`src/rtl/dds_spi_pkg.sv`:
```
// Shared definitions for the DDS SPI link: frame width, command codes and
// the responder state encoding.
package dds_spi_pkg;

  localparam int unsigned SPI_BYTE_W    = 8;
  localparam int unsigned SPI_BIT_CNT_W = $clog2(SPI_BYTE_W);

  localparam logic [SPI_BYTE_W-1:0] CMD_WR = 8'h02;
  localparam logic [SPI_BYTE_W-1:0] CMD_RD = 8'h03;

  typedef enum logic [2:0] {
    ST_IDLE,
    ST_CMD,
    ST_ADDR_WR,
    ST_ADDR_RD,
    ST_DATA_WR,
    ST_DATA_RD,
    ST_IGNORE
  } spi_state_e;

endpackage

```
`src/rtl/spi_pin_sync.sv`:
```
// Oversampling front end for the SPI pins.
// SCLK and CSN: two synchronizer flops plus one history flop for edge
// detection; MOSI: two synchronizer flops, aligned with the SCLK edge flags.
// Ports:
//   sclk, srstn          system clock, async active-low reset
//   spi_sclk/csn/mosi    raw SPI pins (asynchronous)
//   sclk_rise/sclk_fall  one-cycle SPI clock edge flags
//   csn_rise/csn_fall    one-cycle chip-select edge flags
//   mosi_s               synchronized MOSI
module spi_pin_sync (
  input  logic sclk,
  input  logic srstn,
  input  logic spi_sclk,
  input  logic spi_csn,
  input  logic spi_mosi,
  output logic sclk_rise,
  output logic sclk_fall,
  output logic csn_rise,
  output logic csn_fall,
  output logic mosi_s
);

  logic [2:0] sclk_sync_q, sclk_sync_d;
  logic [2:0] csn_sync_q,  csn_sync_d;
  logic [1:0] mosi_sync_q, mosi_sync_d;

  always_comb begin
    sclk_sync_d = {sclk_sync_q[1:0], spi_sclk};
    csn_sync_d  = {csn_sync_q[1:0],  spi_csn};
    mosi_sync_d = {mosi_sync_q[0],   spi_mosi};
  end

  // CSN history resets low: a pin that is already low when reset releases
  // never produces a fall, so a frame in progress is not picked up midway.
  always_ff @(posedge sclk or negedge srstn) begin
    if (!srstn) begin
      sclk_sync_q <= '0;
      csn_sync_q  <= '0;
      mosi_sync_q <= '0;
    end else begin
      sclk_sync_q <= sclk_sync_d;
      csn_sync_q  <= csn_sync_d;
      mosi_sync_q <= mosi_sync_d;
    end
  end

  assign sclk_rise = sclk_sync_q[1] & ~sclk_sync_q[2];
  assign sclk_fall = ~sclk_sync_q[1] & sclk_sync_q[2];
  assign csn_rise  = csn_sync_q[1] & ~csn_sync_q[2];
  assign csn_fall  = ~csn_sync_q[1] & csn_sync_q[2];
  assign mosi_s    = mosi_sync_q[1];

endmodule

```
`src/rtl/spi_slave_regif.sv`:
```
// SPI mode-0 responder that turns frames into register-bus accesses.
// Frame: command (0x02 write / 0x03 read), start address, data bytes.
// Optional feature macro: SPI_SLAVE_AUTOINC_EN -- when defined the address
// increments after every data byte; otherwise it stays at the start address.
// Ports:
//   sclk, srstn                    system clock, async active-low reset
//   SPI_SCLK, SPI_CSN, SPI_MOSI    SPI inputs (oversampled)
//   SPI_MISO                       SPI output, 0 while CSN is high
//   status_in                      byte returned during the address byte
//   reg_rd_data                    read data, valid the cycle after reg_rd_en
//   reg_addr, reg_wr_data          register bus address / write data
//   reg_wr_en, reg_rd_en           one-cycle access strobes
//   busy                           frame in progress
//   frame_err                      pulse on bad command or aborted byte
module spi_slave_regif
  import dds_spi_pkg::*;
(
  input  logic                  sclk,
  input  logic                  srstn,
  input  logic                  SPI_SCLK,
  input  logic                  SPI_CSN,
  input  logic                  SPI_MOSI,
  output logic                  SPI_MISO,
  input  logic [SPI_BYTE_W-1:0] status_in,
  input  logic [SPI_BYTE_W-1:0] reg_rd_data,
  output logic [SPI_BYTE_W-1:0] reg_addr,
  output logic [SPI_BYTE_W-1:0] reg_wr_data,
  output logic                  reg_wr_en,
  output logic                  reg_rd_en,
  output logic                  busy,
  output logic                  frame_err
);

  logic sclk_rise, sclk_fall, csn_rise, csn_fall, mosi_s;

  spi_pin_sync u_pin_sync (
    .sclk      (sclk),
    .srstn     (srstn),
    .spi_sclk  (SPI_SCLK),
    .spi_csn   (SPI_CSN),
    .spi_mosi  (SPI_MOSI),
    .sclk_rise (sclk_rise),
    .sclk_fall (sclk_fall),
    .csn_rise  (csn_rise),
    .csn_fall  (csn_fall),
    .mosi_s    (mosi_s)
  );

  spi_state_e                state_q, state_d;
  logic [SPI_BIT_CNT_W-1:0]  bit_cnt_q, bit_cnt_d;
  logic [SPI_BYTE_W-1:0]     rx_sh_q, rx_sh_d;
  logic [SPI_BYTE_W-1:0]     tx_sh_q, tx_sh_d;
  logic [SPI_BYTE_W-1:0]     addr_q, addr_d;
  logic [SPI_BYTE_W-1:0]     wr_data_q, wr_data_d;
  logic [SPI_BYTE_W-1:0]     status_q, status_d;
  logic                      miso_q, miso_d;
  logic                      wr_en_q, wr_en_d;
  logic                      rd_en_q, rd_en_d;
  logic                      ld_q, ld_d;
  logic                      err_q, err_d;
  logic [SPI_BYTE_W-1:0]     rx_byte;
  logic                      byte_done;

  always_comb begin
    state_d   = state_q;
    bit_cnt_d = bit_cnt_q;
    rx_sh_d   = rx_sh_q;
    tx_sh_d   = tx_sh_q;
    addr_d    = addr_q;
    wr_data_d = wr_data_q;
    status_d  = status_q;
    miso_d    = miso_q;
    wr_en_d   = 1'b0;
    rd_en_d   = 1'b0;
    err_d     = 1'b0;
    ld_d      = rd_en_q;
    rx_byte   = {rx_sh_q[SPI_BYTE_W-2:0], mosi_s};
    byte_done = 1'b0;

`ifdef SPI_SLAVE_AUTOINC_EN
    // Step the address only after the strobe has been presented.
    if (wr_en_q || ld_q) begin
      addr_d = addr_q + 8'd1;
    end
`endif

    // Read data arrives the cycle after reg_rd_en; byte boundaries are far
    // enough apart that this never coincides with an SCLK fall.
    if (ld_q && (state_q == ST_DATA_RD)) begin
      tx_sh_d = reg_rd_data;
    end

    if (state_q == ST_IDLE) begin
      if (csn_fall) begin
        state_d   = ST_CMD;
        bit_cnt_d = '0;
        rx_sh_d   = '0;
        tx_sh_d   = '0;
        miso_d    = 1'b0;
        status_d  = status_in;
      end
    end else begin
      if (sclk_rise) begin
        rx_sh_d   = rx_byte;
        bit_cnt_d = bit_cnt_q + SPI_BIT_CNT_W'(1);
        if (bit_cnt_q == '1) begin
          byte_done = 1'b1;
          case (state_q)
            ST_CMD: begin
              if (rx_byte == CMD_WR) begin
                state_d = ST_ADDR_WR;
                tx_sh_d = status_q;
              end else if (rx_byte == CMD_RD) begin
                state_d = ST_ADDR_RD;
                tx_sh_d = status_q;
              end else begin
                state_d = ST_IGNORE;
                tx_sh_d = '0;
                err_d   = 1'b1;
              end
            end
            ST_ADDR_WR: begin
              addr_d  = rx_byte;
              state_d = ST_DATA_WR;
            end
            ST_ADDR_RD: begin
              addr_d  = rx_byte;
              rd_en_d = 1'b1;
              state_d = ST_DATA_RD;
            end
            ST_DATA_WR: begin
              wr_data_d = rx_byte;
              wr_en_d   = 1'b1;
            end
            ST_DATA_RD: begin
              rd_en_d = 1'b1;
            end
            default: ;
          endcase
        end
      end

      // MISO carries tx_sh_q[7]; the shifter empties after eight falls and
      // is refilled after the 8th rise of the byte.
      if (sclk_fall) begin
        miso_d  = tx_sh_q[SPI_BYTE_W-1];
        tx_sh_d = {tx_sh_q[SPI_BYTE_W-2:0], 1'b0};
      end

      // A byte completing in the same cycle keeps its strobe.
      if (csn_rise) begin
        if ((bit_cnt_q != '0) && !byte_done) begin
          err_d = 1'b1;
        end
        state_d   = ST_IDLE;
        bit_cnt_d = '0;
        rx_sh_d   = '0;
        tx_sh_d   = '0;
        miso_d    = 1'b0;
      end
    end
  end

  always_ff @(posedge sclk or negedge srstn) begin
    if (!srstn) begin
      state_q   <= ST_IDLE;
      bit_cnt_q <= '0;
      rx_sh_q   <= '0;
      tx_sh_q   <= '0;
      addr_q    <= '0;
      wr_data_q <= '0;
      status_q  <= '0;
      miso_q    <= 1'b0;
      wr_en_q   <= 1'b0;
      rd_en_q   <= 1'b0;
      ld_q      <= 1'b0;
      err_q     <= 1'b0;
    end else begin
      state_q   <= state_d;
      bit_cnt_q <= bit_cnt_d;
      rx_sh_q   <= rx_sh_d;
      tx_sh_q   <= tx_sh_d;
      addr_q    <= addr_d;
      wr_data_q <= wr_data_d;
      status_q  <= status_d;
      miso_q    <= miso_d;
      wr_en_q   <= wr_en_d;
      rd_en_q   <= rd_en_d;
      ld_q      <= ld_d;
      err_q     <= err_d;
    end
  end

  assign SPI_MISO    = miso_q;
  assign reg_addr    = addr_q;
  assign reg_wr_data = wr_data_q;
  assign reg_wr_en   = wr_en_q;
  assign reg_rd_en   = rd_en_q;
  assign busy        = (state_q != ST_IDLE);
  assign frame_err   = err_q;

endmodule
```
`config.mk`:
```
export PLATFORM = sky130hd
export DESIGN_NAME = spi_slave_regif
export DESIGN_NICKNAME = d
export VERILOG_FILES = /design/src/rtl/dds_spi_pkg.sv /design/src/rtl/spi_pin_sync.sv /design/src/rtl/spi_slave_regif.sv
export SDC_FILE = /design/constraint.sdc
export NUM_CORES = 1
export LEC_CHECK = 0
export CAP_MARGIN = 15
export CORE_MARGIN = 4
export CORE_UTILIZATION = 40
export CTS_CLUSTER_SIZE = 24
export DETAILED_ROUTE_END_ITERATION = 16
export DONT_BUFFER_PORTS = 1
export PLACE_DENSITY_LB_ADDON = 0.1
export SYNTH_ARGS = -nofsm -noshare
export SYNTH_HDL_FRONTEND = slang
export SYNTH_HIERARCHICAL = 1
export SYNTH_SLANG_ARGS = --single-unit
```
`constraint.sdc`:
```
create_clock -name sclk -period 2.3 [get_ports sclk]
set_input_delay 0.46 -clock sclk [delete_from_list [all_inputs] [get_ports sclk]]
set_output_delay 0.46 -clock sclk [all_outputs]
set_load 0.01 [all_outputs]
```
==> impl.org, run 1 <==
** Routing
- Routed wire length per instance :: 17.5 um
- For this block, the via count after detailed routing is 1465.
- Number of antenna-violating nets in the routed design :: 0
- Summed over all layers, the routed wires come to 4660 um.
- Post-route DRC :: 0
- In this run, the number of DRC markers left after iteration 0 of detailed routing was 88.
- Detailed-routing iteration count for the pre-antenna-repair pass :: 4
- Vias/cell :: 5.51

** STA
- At the pin with the least slew margin, the transition time is 0.554 ns.
- Setup violations remaining at the end of the flow were counted as 0.
- The routed design could run at a clock period as short as 1.91 ns.
- Final clock period utilization by the worst path :: 83.0%
- Worst Clk Skew :: 0.00625 ns
- Headroom to the max-slew limit :: 62.8%
- Adding up every negative setup slack in the final design gives 0 ns.
- Setup repair after global routing left no endpoint under its margin.
- The final count of pins violating max slew is 0.
- The tightest hold path in the finished design has a slack of 0.160 ns.
- The final-report hold violation count came to 0.
- In the post-route analysis, the smallest setup slack over all paths is 0.390 ns.
- For this run, the top clock speed supported by timing is 524 MHz.

** Finish
- Number of antenna repair diodes :: 0
- The final layout contains 210 nets.
- Growth of design area from synthesis to finish :: 11.1%
- The finished cells cover 2700 um^2.
- Fraction of layout instances using a drive strength above 1 :: 23.6%
- Final standard cell utilization of the core :: 45.7%

** Outcome
- Status :: finished clean

** Job
- Max Cap Viol :: 0

** Die
- In this run the standard cell core region covers 5920 um^2.
- Row generation in the floorplan step produced 28 rows.
- Die X-Extent :: 86 um
- The floorplan step set the die height to 86 um.
- Number of top-level pins :: 42
- The die covers 7400 um^2.
- For this configuration, the core starts out at a cell density of 41.1%.

** Pwr
- Internal power :: 1580 uW
- Relative contribution of combinational cells to total power :: 9.2%
- Net switching is 24.6% of the power.
- In this run the power density over the cells is 774 nW/um^2.
- VDD sags by at most 0.372 mV.
- Clock network fraction of total power :: 37.1%
- Net Switching :: 515 uW
- In this run, flip-flops and latches consume 53.7% of the power.
- Summed over all cells, the static leakage comes to 0.00133 uW.

** Worst setup path
- Critical Path Source Type :: flip-flop
- Along the worst path, the maximum fanout reaches 9.
- For the worst setup path, the data arrival time is 2.12 ns.
- For the worst setup path, the data required time is 2.51 ns.
- The critical path in this run is classified as flip-flop to flip-flop.
- Endpoint type of the worst setup path :: flip-flop

** CTS
- Worst-skew pair later-pin latency :: 0.32 ns
- CTS Sinks :: 58
- Resized Gates After CTS :: 0
- TritonCTS Buffers :: 9
- Clock-pin slew was measured on the worst setup and hold paths at 0.06 ns.
- H-tree depth :: 3
- CTS tree :: done
- Clk root buf :: clkbuf_8
- Counting along the longest clock path gives a buffer depth of 2.

** Synthesis
- Top post-synthesis cells by area :: dfrtp_1 60%, mux2_2 8.8%, mux2i_1 3.7%
- After synthesis, the share of flip-flops with an asynchronous set or reset is 100%.
- In this run, synthesis inferred 0 flip-flops with an integrated enable.
- Of all cell types, the one taking the most synthesized area is dfrtp_1.
- The synthesized design contains 58 register bits.
- Sequential share of the synthesized area :: 59.6%
- Number of different library cells in the post-synthesis netlist :: 36
- Syn Nets :: 202
- In the synthesized netlist, the cells that appear most often are 58 x dfrtp_1, 19 x mux2_2, 10 x o21ai_0.
- Syn. warnings :: 6
- Summed over its instances, the top area cell type makes up 59.6% of the synthesized netlist area.
- For this run, the leading register cell type out of synthesis is dfrtp_1.
- Gate count after technology mapping :: 178
- Dividing the synthesized area by the synthesized cell count gives 13.7 um^2.
- Most used standard cell by instance count after synthesis :: dfrtp_1
- In this run the cell area of the synthesized design comes to 2430 um^2.

** Place
- Routability-driven placement finished with a final weighted congestion of 0.820.
- The HPWL after detailed placement is 3210 um.
- Instance area after placement :: 2500 um^2
- Before CTS, the worst setup slack after placement is 0.347 ns.
- Count of port buffers added during placement :: 0

** GRT
- After global routing the overflow that remains totals 0.
- Pin count of the biggest net entering global routing :: 59
- Number of global-route vias before repair :: 1548
- The first global-routing pass estimated 7870 um of wire.
- GRT Resource Usage Total :: 14.0%
- In the global route stage, met1 resource usage came out at 17.6%.
- Routing layer with the top usage in global route :: met2
- The number of antenna violations at the first check in global routing is 0.
- Global routing used 6.34% of the available met3 tracks.
- In the global route stage, met2 resource usage came out at 20.5%.

** Min path
- The tightest min-delay check is of the input pin to flip-flop type.
-- state kept, by name, indices dropped and copies added (netlist names), 3 cells and up --
name,cells
reg_addr,8
reg_wr_data,8
status_q,8
tx_sh_q,8
rx_sh_q,7
bit_cnt_q,3
state_q,3
u_pin_sync/csn_sync_q,3
u_pin_sync/sclk_sync_q,3
-- layout by cell type (no fill, tap or decap), types with 2 or more instances in the layout --
master	instances
nand2_1	3
nor2_1	6
inv_1	6
nand3_1	2
xor2_1	2
clkinv_2	3
mux2_1	6
clkbuf_1	3
a32oi_1	9
a211oi_1	2
mux2i_1	9
o21ai_0	10
and2_1	2
dfrtp_1	58
nand2b_1	2
and2b_2	4
ha_1	3
buf_4	2
a22o_1	8
clkbuf_8	10
mux2_2	19
or3_1	2
and3_1	2
nor3_1	2
-- path summary, 6_finish.rpt --
check	endpoint	slack [ns]	depth (start not counted)	start
max	reg_wr_data[5]$_DFFE_PN0P_	0.39	5	bit_cnt_q[1]$_DFFE_PN0P_
min	u_pin_sync/mosi_sync_q[0]$_DFF_PN0_	0.16	0	SPI_MOSI
max reg2reg	reg_wr_data[5]$_DFFE_PN0P_	0.39	5	bit_cnt_q[1]$_DFFE_PN0P_
min reg2reg	u_pin_sync/sclk_sync_q[1]$_DFF_PN0_	0.35	0	u_pin_sync/sclk_sync_q[0]$_DFF_PN0_
max in group asynchronous	u_pin_sync/sclk_sync_q[0]$_DFF_PN0_	1.39	2	srstn
min in group asynchronous	reg_wr_data[7]$_DFFE_PN0P_	0.67	2	srstn
-- kinds of logic after synthesis --
kind of cell	synth area share, %
xor+xnor	0.720
compound gates	11.4
flops	59.6
mux	15.3
simple gates	8.69
buf+inv	2.72
fa+ha+maj	1.54
-- per-layer routing --
layer / vias up / share of wire, %
li1: 674 / -
met1: 743 / 45
met2: 42 / 46
met3: 6 / 7.6
met4: 0 / 1.2
met5: - / 0
-- worst max-delay path, cell delays in order (launching register included) --
cell	delay (ns)
dfrtp_1	0.40
ha_1	0.19
ha_1	0.20
and2_1	0.20
nand3_1	0.42
mux2_2	0.39
-- cell type report --
cell class,instances,area (um^2)
Sequential cell,58,1450
Tap cell,75,93.8
Inverter,7,26.3
Fill cell,551,3220
Timing Repair Buffer,4,52.6
Clock buffer,13,149
Clock inverter,3,15.0
Multi-Input combinational cell,106,916
-- metrics by stage --
| stage | cells | total power [uW] |
|---|---|---|
| after detailed placement | 248 | 1310 |
| after CTS | 266 | 2130 |
| after floorplan | 178 | 1270 |
| after global placement | 248 | 1300 |
| final | 266 | 2090 |
| after global routing | 266 | 2220 |
-- what timing repair did --
item                                    CTS  global route
hold buffers                              2             0
buffers inserted                          0             0
hold endpoints to repair                 58             0
endpoints found under the setup margin    0             0
-- power groups by stage --
stage	clock (uW)	combinational (uW)	sequential, uW
after floorplan	0	144	1120
after global placement	0	163	1140
after detailed placement	0	170	1140
after CTS	814	198	1120
after global routing	868	220	1130
final	777	193	1120
(Power assumes the default switching activity.)
==> inputs of run 2 (changes only) <==
==> constraint.sdc (replaced) <==
create_clock -name sclk -period 1.8 [get_ports sclk]
set_input_delay 0.36 -clock sclk [delete_from_list [all_inputs] [get_ports sclk]]
set_output_delay 0.36 -clock sclk [all_outputs]
set_load 0.01 [all_outputs]
==> run 2 against run 1 <==
  * Worst setup slack worse by 0.32 ns
  * Non-clock buffer count is 11 higher
  * Utilization is 2.1 points higher
  * Cell count is 3.8% higher
  * Largest cell class unchanged
  * Largest power group unchanged
  * Highest routed layer unchanged
==> impl.org, run 2 (synthesis results as in run 1) <==
** Routing
- Via count :: 1497
- The first routing iteration left 78 violations.
- Routed wire length :: 4770 um
- After detailed routing, the average wire length per cell comes to 17.3 um.
- Number of antenna-violating nets in the routed design :: 0
- For this run, the detailed router's first-pass iteration total came to 4.
- Vias/cell :: 5.42
- Post-route DRC :: 0

** Min path
- Min-delay worst type :: input pin to flip-flop

** STA
- Hold slack final :: 0.0617 ns
- Worst Clk Skew :: 0.00560 ns
- The final-report hold violation count was 0.
- In the final timing run, aggregate negative setup slack is 0 ns.
- Headroom to the max-slew limit :: 65.2%
- The final count of pins violating max slew is 0.
- Final clock period utilization by the worst path :: 95.9%
- Clock period minus final worst setup slack :: 1.73 ns
- At the pin with the least slew margin, the transition time is 0.520 ns.
- Fmax :: 580 MHz
- Setup violations remaining at the end of the flow were counted as 0.
- Setup repair after global routing left no endpoint under its margin.

** Pwr
- Switching portion of total power :: 23.7%
- Largest voltage drop on the vdd net :: 0.485 mV
- The clock network is responsible for 39.3% of the overall power.
- Net Switching :: 666 uW
- For this design the static power due to leakage is 0.00139 uW.
- Per report_power, the combinational group accounts for 10.0% of the total.
- PnR Total Power :: 2810 uW
- Share of power burned in registers :: 50.7%
- Internal power :: 2150 uW
- PwrDens :: 995 nW/um^2

** CTS
- CTS tree :: done
- In this run the clock root is driven by a clkbuf_8.
- Max clock buf depth :: 2
- Worst-skew pair later-pin latency :: 0.33 ns
- Buffers inserted during clock tree synthesis total 9.
- The clock net in this run drives a total of 58 sinks.
- CTS built an H-tree with a depth of 3.
- After clock tree synthesis, the clock-pin slew on the worst setup and hold paths is 0.06 ns.

** Finish
- Leading cell types in the layout, fill and taps excluded :: 58 x dfrtp_1, 19 x mux2_2, 13 x clkbuf_8, 13 x buf_4
- Area of all placed cells without fillers :: 2830 um^2
- The area growth from synthesis to layout is 16.2%.
- Net count of the finished layout :: 221
- Leaving out fill and tap cells, the most frequent cell in the layout is dfrtp_1.
- FF+latch area :: 1450 um^2
- For this run, the number of standard cells in the final layout without fillers is 276.
- Number of antenna repair diodes :: 0
- Combined area of the multi-input logic cells :: 932 um^2
- Filler cell count in the final layout :: 552
- Cells with a size suffix above 1 make up 29.9% of the layout.

** Die
- Floorplan Core Area :: 5920 um^2
- Die span in y :: 86 um
- Number of top-level pins :: 42
- For this configuration, the core starts out at a cell density of 41.1%.
- Row generation in the floorplan step produced 28 rows.
- Overall die area :: 7400 um^2
- Die X-Extent :: 86 um

** Worst setup path
- The worst setup path is captured at a flip-flop.
- STA puts the critical path data arrival time at 1.96 ns.
- Top fanout value on the critical path :: 8
- The cell that appears most often on the critical path is ha_1.
- Cells traversed along the worst timing path :: ha_1 > ha_1 > nand2_2 > a211oi_1 > o31a_1 > buf_4 > o21ai_0
- Category of the most critical setup path :: flip-flop to flip-flop
- Critical Path Source Type :: flip-flop
- At the worst endpoint, the required time is 2.04 ns.
- The slowest stage of the critical path is the dfrtp_1 cell.
- On the worst path, the slowest cell contributes a delay of 0.40 ns.

** GRT
- The first global-routing pass estimated 8080 um of wire.
- The number of global-route vias before repair was 1593.
- Summed over all layers, the global routing overflow is 0.
- Routing layer with the top usage in global route :: met2
- GRT Resource Usage Total :: 14.4%
- Global routing used 21.1% of the available met2 tracks.
- Met3 Use GR :: 5.48%
- Pin count of the biggest net entering global routing :: 59
- For this run, global-route usage on met1 was measured as 18.2%.
- The number of antenna violations at the first check in global routing came to 0.

** Place
- Instance area after placement :: 2580 um^2
- During placement, the flow inserted port buffers numbering 0.
- Routability-driven placement finished with a final weighted congestion of 0.864.
- Detailed placement ended at an HPWL of 3330 um.
- Post-Place Cells :: 258

** Outcome
- Status :: finished clean

** Job
- Max Cap Viol :: 0
-- run 2: cell type report --
type,instances,share of cell area (%)
clock buffer,14,6.46
clock inverter,1,0.265
inverter,7,0.929
multi-input combinational,106,33.0
sequential,58,51.3
tap,75,3.32
timing repair buffer,15,4.78
-- run 2: worst max-delay path, delay by kind of cell, from the launching register on --
kind,cells,cell delay [ns]
AO/OA/AOI/OAI,3,0.54
adder cells (fa/ha/maj),2,0.40
flip-flops,1,0.40
AND/OR/NAND/NOR,1,0.12
buffers and inverters,1,0.16
-- run 2: what timing repair did --
item / CTS / global route
setup endpoints to repair: 0 / 30
endpoints found under the hold margin: 58 / 0
setup buffers: 0 / 1
hold buffers: 2 / 0
gates resized for setup: 0 / 7
-- run 2: final timing paths --
path,startpoint,end,slack [ns],depth (start not counted)
max,bit_cnt_q[1]$_DFFE_PN0P_,tx_sh_q[4]$_DFF_PN0_,0.07,7
min,SPI_CSN,u_pin_sync/csn_sync_q[0]$_DFF_PN0_,0.06,0
max reg2reg,bit_cnt_q[1]$_DFFE_PN0P_,tx_sh_q[4]$_DFF_PN0_,0.07,7
min reg2reg,u_pin_sync/csn_sync_q[0]$_DFF_PN0_,u_pin_sync/csn_sync_q[1]$_DFF_PN0_,0.35,0
max in group asynchronous,srstn,bit_cnt_q[1]$_DFFE_PN0P_,1.00,2
min in group asynchronous,srstn,rx_sh_q[6]$_DFFE_PN0P_,0.57,2
-- run 2: per-stage QoR --
step,util (%),setup WS (ns)
2_1_floorplan,-,0.129
3_3_place_gp,43.5,0.105
3_5_place_dp,43.5,0.0677
4_1_cts,47.4,0.0670
5_1_grt,47.8,0.00351
6_report,47.8,0.0745
-- run 2: metal layers --
layer	routed length, um	share of wire [%]	up-vias
met1	2060	43	755
met4	118	2.5	0
li1	-	-	696
met2	2260	47	36
met3	337	7.1	10
met5	0	0	-
-- run 2: power by group through the flow --
stage,Clock (uW),Combinational (uW),Sequential [uW]
2_1_floorplan,0,184,1430
3_3_place_gp,0,227,1450
3_5_place_dp,0,235,1450
4_1_cts,1150,273,1430
5_1_grt,1210,318,1440
6_report,1110,281,1430
==> inputs of run 3 (changes only) <==
--- a/config.mk
+++ b/config.mk
@@ -5,7 +5,7 @@
 export SDC_FILE = /design/constraint.sdc
 export NUM_CORES = 1
 export LEC_CHECK = 0
-export CAP_MARGIN = 15
+export CAP_MARGIN = 5
 export CORE_MARGIN = 4
 export CORE_UTILIZATION = 40
 export CTS_CLUSTER_SIZE = 24
==> results of run 3 <==
The final DEF is identical to that of run 2; final timing and power are the same.
